File: src/rtl/lamp_sequencer.sv
// Thermometer-coded lamp bar that ramps one lamp at a time toward a requested count,
// spacing each single-lamp change by STEP_CYCLES clocks.
module lamp_sequencer #(
    parameter int STEP_CYCLES = 4
) (
    input  logic        clk,
    input  logic        rst_n,
    input  logic        target_valid,
    input  logic [3:0]  target,
    output logic        target_ready,
    output logic [14:0] lamps,
    output logic [3:0]  lit_count,
    output logic        busy,
    output logic        done
);

    typedef enum logic [1:0] {
        IDLE,
        RAMP_UP,
        RAMP_DOWN
    } state_t;

    localparam logic [7:0] RELOAD = 8'(STEP_CYCLES - 1);

    state_t     state;
    logic [3:0] goal;
    logic [7:0] timer;
    logic [3:0] step_count;

    // Only evaluated while ramping, where the goal bounds the count, so it cannot wrap.
    assign step_count = (state == RAMP_UP) ? lit_count + 4'd1 : lit_count - 4'd1;

    // NOTE: sequential state uses <= so every register samples pre-edge values.
    always_ff @(posedge clk) begin
        if (!rst_n) begin
            state     <= IDLE;
            lit_count <= 4'd0;
            goal      <= 4'd0;
            timer     <= 8'd0;
            done      <= 1'b0;
        end else begin
            done <= 1'b0;
            case (state)
                IDLE: begin
                    if (target_valid) begin
                        goal <= target;
                        if (target > lit_count) begin
                            state <= RAMP_UP;
                            timer <= RELOAD;
                        end else if (target < lit_count) begin
                            state <= RAMP_DOWN;
                            timer <= RELOAD;
                        end else begin
                            done <= 1'b1;
                        end
                    end
                end
                RAMP_UP, RAMP_DOWN: begin
                    if (timer != 8'd0) begin
                        timer <= timer - 8'd1;
                    end else begin
                        timer     <= RELOAD;
                        lit_count <= step_count;
                        if (step_count == goal) begin
                            state <= IDLE;
                            done  <= 1'b1;
                        end
                    end
                end
                default: state <= IDLE;
            endcase
        end
    end

    assign target_ready = (state == IDLE);
    assign busy         = (state != IDLE);

    // NOTE: every bit is assigned on every pass, so no latch is inferred.
    always_comb begin
        lamps = '0;
        for (int i = 0; i < 15; i++) begin
            lamps[i] = (4'(i) < lit_count);
        end
    end

endmodule

File: config.mk
export PLATFORM = sky130hd
export DESIGN_NAME = lamp_sequencer
export DESIGN_NICKNAME = d
export VERILOG_FILES = /design/src/rtl/lamp_sequencer.sv
export SDC_FILE = /design/constraint.sdc
export NUM_CORES = 1
export LEC_CHECK = 0
export CAP_MARGIN = 20
export CORE_MARGIN = 4
export CORE_UTILIZATION = 45
export CTS_CLUSTER_SIZE = 16
export DETAILED_ROUTE_END_ITERATION = 8
export GPL_TIMING_DRIVEN = 1
export PLACE_DENSITY_LB_ADDON = 0.15
export SLEW_MARGIN = 20
export SYNTH_ARGS = -nofsm -noshare
export SYNTH_HDL_FRONTEND = slang
export SYNTH_SLANG_ARGS = --single-unit
File: constraint.sdc
create_clock -name clk -period 3.9 [get_ports clk]
set_input_delay 0.39 -clock clk [delete_from_list [all_inputs] [get_ports clk]]
set_output_delay 0.39 -clock clk [all_outputs]
set_load 0.005 [all_outputs]
## Word level (Yosys, flattened, before mapping)

Index checks and enable logic that the tools add are counted.

| cells by class | value |
|---|---|
| bitwise operators | 1 |
| order comparisons | 17 |
| reduce and logical (&&, ||, !) cells | 9 |
| $add $sub $neg | 3 |
| muxes and demuxes | 18 |
| eq/ne operators | 7 |

Operator list:

| cell | number |
|---|---|
| $mux 8 | 4 |
| $lt 4x4->1 const A | 7 |
| $lt 3x4->1 const A | 4 |
| $pmux 8 s2 | 1 |
| $mux 2 | 5 |
| $lt 1x4->1 const A | 2 |
| $lt 2x4->1 const A | 2 |
| $reduce_bool 8->1 | 1 |
| $sub 8x1->8 const B | 1 |
| $ne 2x2->1 const B | 3 |
| $mux 1 | 5 |
| $add 4x1->4 const B | 1 |
| $eq 4x4->1 | 1 |
| $gt 4x4->1 | 1 |
| $lt 4x4->1 | 1 |
| $mux 4 | 1 |
| $pmux 2 s2 | 1 |
| $reduce_and 2->1 | 2 |
| $reduce_and 4->1 | 1 |
| $reduce_bool 2->1 | 2 |
| $sub 4x1->4 const B | 1 |
| $ne 3x1->1 const B | 1 |
| $reduce_and 3->1 | 1 |
| $eq 2x1->1 const B | 1 |
| 5 further kinds | 5 |

| word-level totals | value |
|---|---|
| bits in registers | 19 |
| output and inout bits | 22 |

## Depth between registers and ports, before layout

| depth | value |
|---|---|
| depth after elaboration | 6 |
| mapped depth | 9 |
| depth with buffers taken out | 7 |

## Worst setup path before layout

OpenSTA, ideal clock, no wires.

| path | value |
|---|---|
| kind | register to register |
| start point | register lit_count[3] |
| end point | register timer[3] |
| stages on the path, launching flop included | 9 |
| library setup time | 0.071 ns |
| arrival | 2.409 ns |
| path slack | 1.420 ns |
| period minus slack after synthesis | 2.480 ns |
| cell sequence | dfxtp_1 -> clkinv_1 -> ha_1 -> and2_4 -> o41a_1 -> a21o_1 -> buf_6 -> or4b_1 -> a21oi_1 |

| between the ends | value |
|---|---|
| cells in the longest elaborated chain, start to end | 4 |

RTL lines:

| what | RTL line | source |
|---|---|---|
| start, declared | 12 | `output logic [3:0] lit_count,` |
| start signal, assigned | 63 | `lit_count <= step_count;` |
| $gt 4x4->1 | 47 | `if (target > lit_count) begin` |
| $mux 8 | 47 |  |
| $mux 8 | 45 | `if (target_valid) begin` |
| $pmux 8 s2 | 43 | `case (state)` |
| end signal, assigned | 60 | `timer <= timer - 8'd1;` |
| end, declared | 27 | `logic [7:0] timer;` |

Several ways; a longest one is shown, not always the timed one. The select of a mux whose other input is x is not followed.
A chain may end at the register's enable or synchronous reset.

## Worst setup path in the final report

Ends and elaborated chain as after synthesis.

==> impl_metrics.env <==
export IMPL_drtIter0Drc=101
export IMPL_drt_total_wl_um=3200
export IMPL_cts_tree="done"
export IMPL_path_clk_slew_ns=0.13
export IMPL_diodes=0
export IMPL_ios=29
export IMPL_yosysWarnings=0
export IMPL_syn_instance_count=167
export IMPL_grt_util_all_layers_pct=16.7
export IMPL_clockBufferDepth=2
export IMPL_clock_latency_ns=0.31
export IMPL_firstDrtPassIters=4
export IMPL_hold_class="register to register"
export IMPL_dieHeight_um=62.6
export IMPL_fin_crit_sh_pct=68.2
export IMPL_synthesis_nets=185
export IMPL_cts_max_level=1
export IMPL_synth_flop_cell="dfxtp_1"
export IMPL_rr_worst_depth=7
export IMPL_die_w_um=62.6
export IMPL_min_from="goal[2]"
export IMPL_whs_path_depth=2
export IMPL_p_per_area_nw_per_um2=810
export IMPL_dpl_worst_slack_ns=1.12
export IMPL_routedWlPerCell_um=14.3
export IMPL_endpoint="timer[3]"
export IMPL_yosysUniqueCellTypes=44
export IMPL_fmax_mhz=376
export IMPL_worstMarginPinSlew_ns=0.587
export IMPL_rsz0062_at_grt="false"
export IMPL_finish_utilization_pct=59.0
export IMPL_grt_max_degree=19
export IMPL_port_buffers=28
export IMPL_hold_buffers=0
export IMPL_fin_area_um2=1660
export IMPL_maxCapViolations=0
export IMPL_row_count=19
export IMPL_crit_type="register to register"
export IMPL_max_slew_margin_pct=60.5
export IMPL_startpoint="lit_count[3]"
export IMPL_leakage_nw=0.658
export IMPL_area_growth_pct=23.2
export IMPL_r2r_slack_ns=1.24
export IMPL_fin_ws_ns=1.24
export IMPL_start_util_pct=47.9
export IMPL_dp_hpwl_um=2430
export IMPL_antenna_found_initial=0
export IMPL_drive_above_1_share_pct=6.74
export IMPL_post_cts_resized=0
export IMPL_die_area_um2=3920
export IMPL_cp_arrival_ns=2.90
export IMPL_grt_overflow_total=0
export IMPL_yosys_area_top_type_share_pct=28.3
export IMPL_fin_crit_ns=2.66
export IMPL_end_kind="register"
export IMPL_finalHoldViolCount=0
export IMPL_layout_commonest_cell="clkdlybuf4s50_1"
export IMPL_synth_largest_area_cell="dfxtp_1"
export IMPL_synth_seq_area_share_pct=28.3
export IMPL_coreArea_um2=2810
export IMPL_synth_area_leaders="dfxtp_1 (28%), ha_1 (10%), a21oi_1 (5.6%), nand2_1 (3.9%), nor2_1 (3.9%)"
export IMPL_syn_cell_area_um2=1340
export IMPL_cts_sinks=19
export IMPL_placed_area_um2=1630
export IMPL_viasPerCell=5.67
export IMPL_peakVddDrop_v=0.000421
export IMPL_setup_viol=0
export IMPL_critPathMaxFanout=11
export IMPL_grt_pass1_vias=1158
export IMPL_cts_setup_buffers=0
export IMPL_cp_start_kind="register"
export IMPL_ant_nets=0
export IMPL_finalPower_mw=1.34
export IMPL_num_vias=1270
export IMPL_tns_ns=0
export IMPL_gp_routability_congestion=0.782
export IMPL_grt_pass1_wl_um=5430
export IMPL_synth_edf_count=0
export IMPL_avgSynthCellArea_um2=8.05
export IMPL_timing_rr_start="lit_count[3]"
export IMPL_cts_root_buf="clkbuf_4"
export IMPL_fin_skew_ns=0.0131
export IMPL_drv_slew=0
export IMPL_drc=0
export IMPL_r2r_end="timer[3]"
export IMPL_ys_seq_elements=19
export IMPL_worst_endpoint_required_ns=4.14
export IMPL_status="finished clean"
export IMPL_ys_async_sr_fraction_pct=0
export IMPL_numCtsBuffers=3
export IMPL_nNetsFinal=212
export IMPL_final_cell_mix="clkdlybuf4s50_1 (28), dfxtp_1 (19), a21oi_1 (15)"
report_power, final:
| part | total [mW] | internal (mW) | switching (mW) |
|---|---|---|---|
| clock | 0.105 | 0.0382 | 0.0665 |
| sequential | 0.327 | 0.246 | 0.0803 |
| combinational | 0.910 | 0.464 | 0.446 |
logic make-up (layout without fill, tap and decap cells):
family / count (synthesis) / in the layout / synth area share, %
AOI/OAI and AO/OA: 43 / 43 / 21.9
xor gates and xnor gates: 9 / 9 / 5.87
adders and majority gates: 11 / 11 / 10.2
buffers and inverters: 20 / 46 / 6.52
DFF: 19 / 19 / 28.3
muxes: 3 / 3 / 2.23
and+or+nand+nor: 62 / 62 / 25.0
flip-flops by register name, summed over array words and instances (netlist names):
name and flops:
lit_count 4, timer 8, state 2, goal 4
done 1
worst max-delay path, stage by stage, from the launching register on:
cell and delay (ns):
dfxtp_1 0.47, clkinv_1 0.25, ha_1 0.30, nand2b_2 0.20, o41a_1 0.41, a21o_1 0.30
or4b_1 0.53, a21oi_1 0.14
through the flow:
stage / instances / hold slack [ns]
final: 224 / 0.475
after global routing: 224 / 0.504
after CTS: 224 / 0.478
after detailed placement: 220 / 0.462
after global placement: 220 / 0.461
after floorplan: 167 / 0.448
Yosys cell counts (2+ instances only):
cell,count
or4b_1,2
nand2_1,14
clkinv_1,2
nor2b_1,2
a311oi_1,2
nand3_1,6
o21ai_0,9
inv_1,12
dfxtp_1,19
and3_1,2
nor4_1,2
nor2_1,14
nand4_1,2
or3_1,4
or4_1,2
mux2i_1,3
o2111ai_1,3
clkbuf_1,3
a21oi_1,15
xnor2_1,6
nor3_1,3
xor2_1,3
ha_1,11
a211oi_1,2
o41ai_2,2
o21a_1,4
per-layer routing:
layer | vias up | part of all wire, % | global-route usage, %
li1 | 649 | - | -
met1 | 589 | 47 | 22.1
met2 | 30 | 48 | 27.7
met3 | 2 | 4.2 | 2.88
met4 | 0 | 0.62 | 4.96
met5 | - | 0 | 0
worst min path at each step:
stage                         end  slack (ns)
after detailed placement  goal[2]        0.46
final                     goal[2]        0.48
after global routing      goal[1]        0.50
after floorplan           goal[0]        0.45
after global placement    goal[1]        0.46
after CTS                 goal[2]        0.48
layout make-up:
class,instances,area [um^2]
Clock buffer,3,22.5
Clock inverter,1,5.00
Fill cell,281,1150
Inverter,14,52.6
Multi-Input combinational cell,128,876
Sequential cell,19,380
Tap cell,31,38.8
Timing Repair Buffer,28,280
Note: power is estimated with default switching activity, not from simulation.
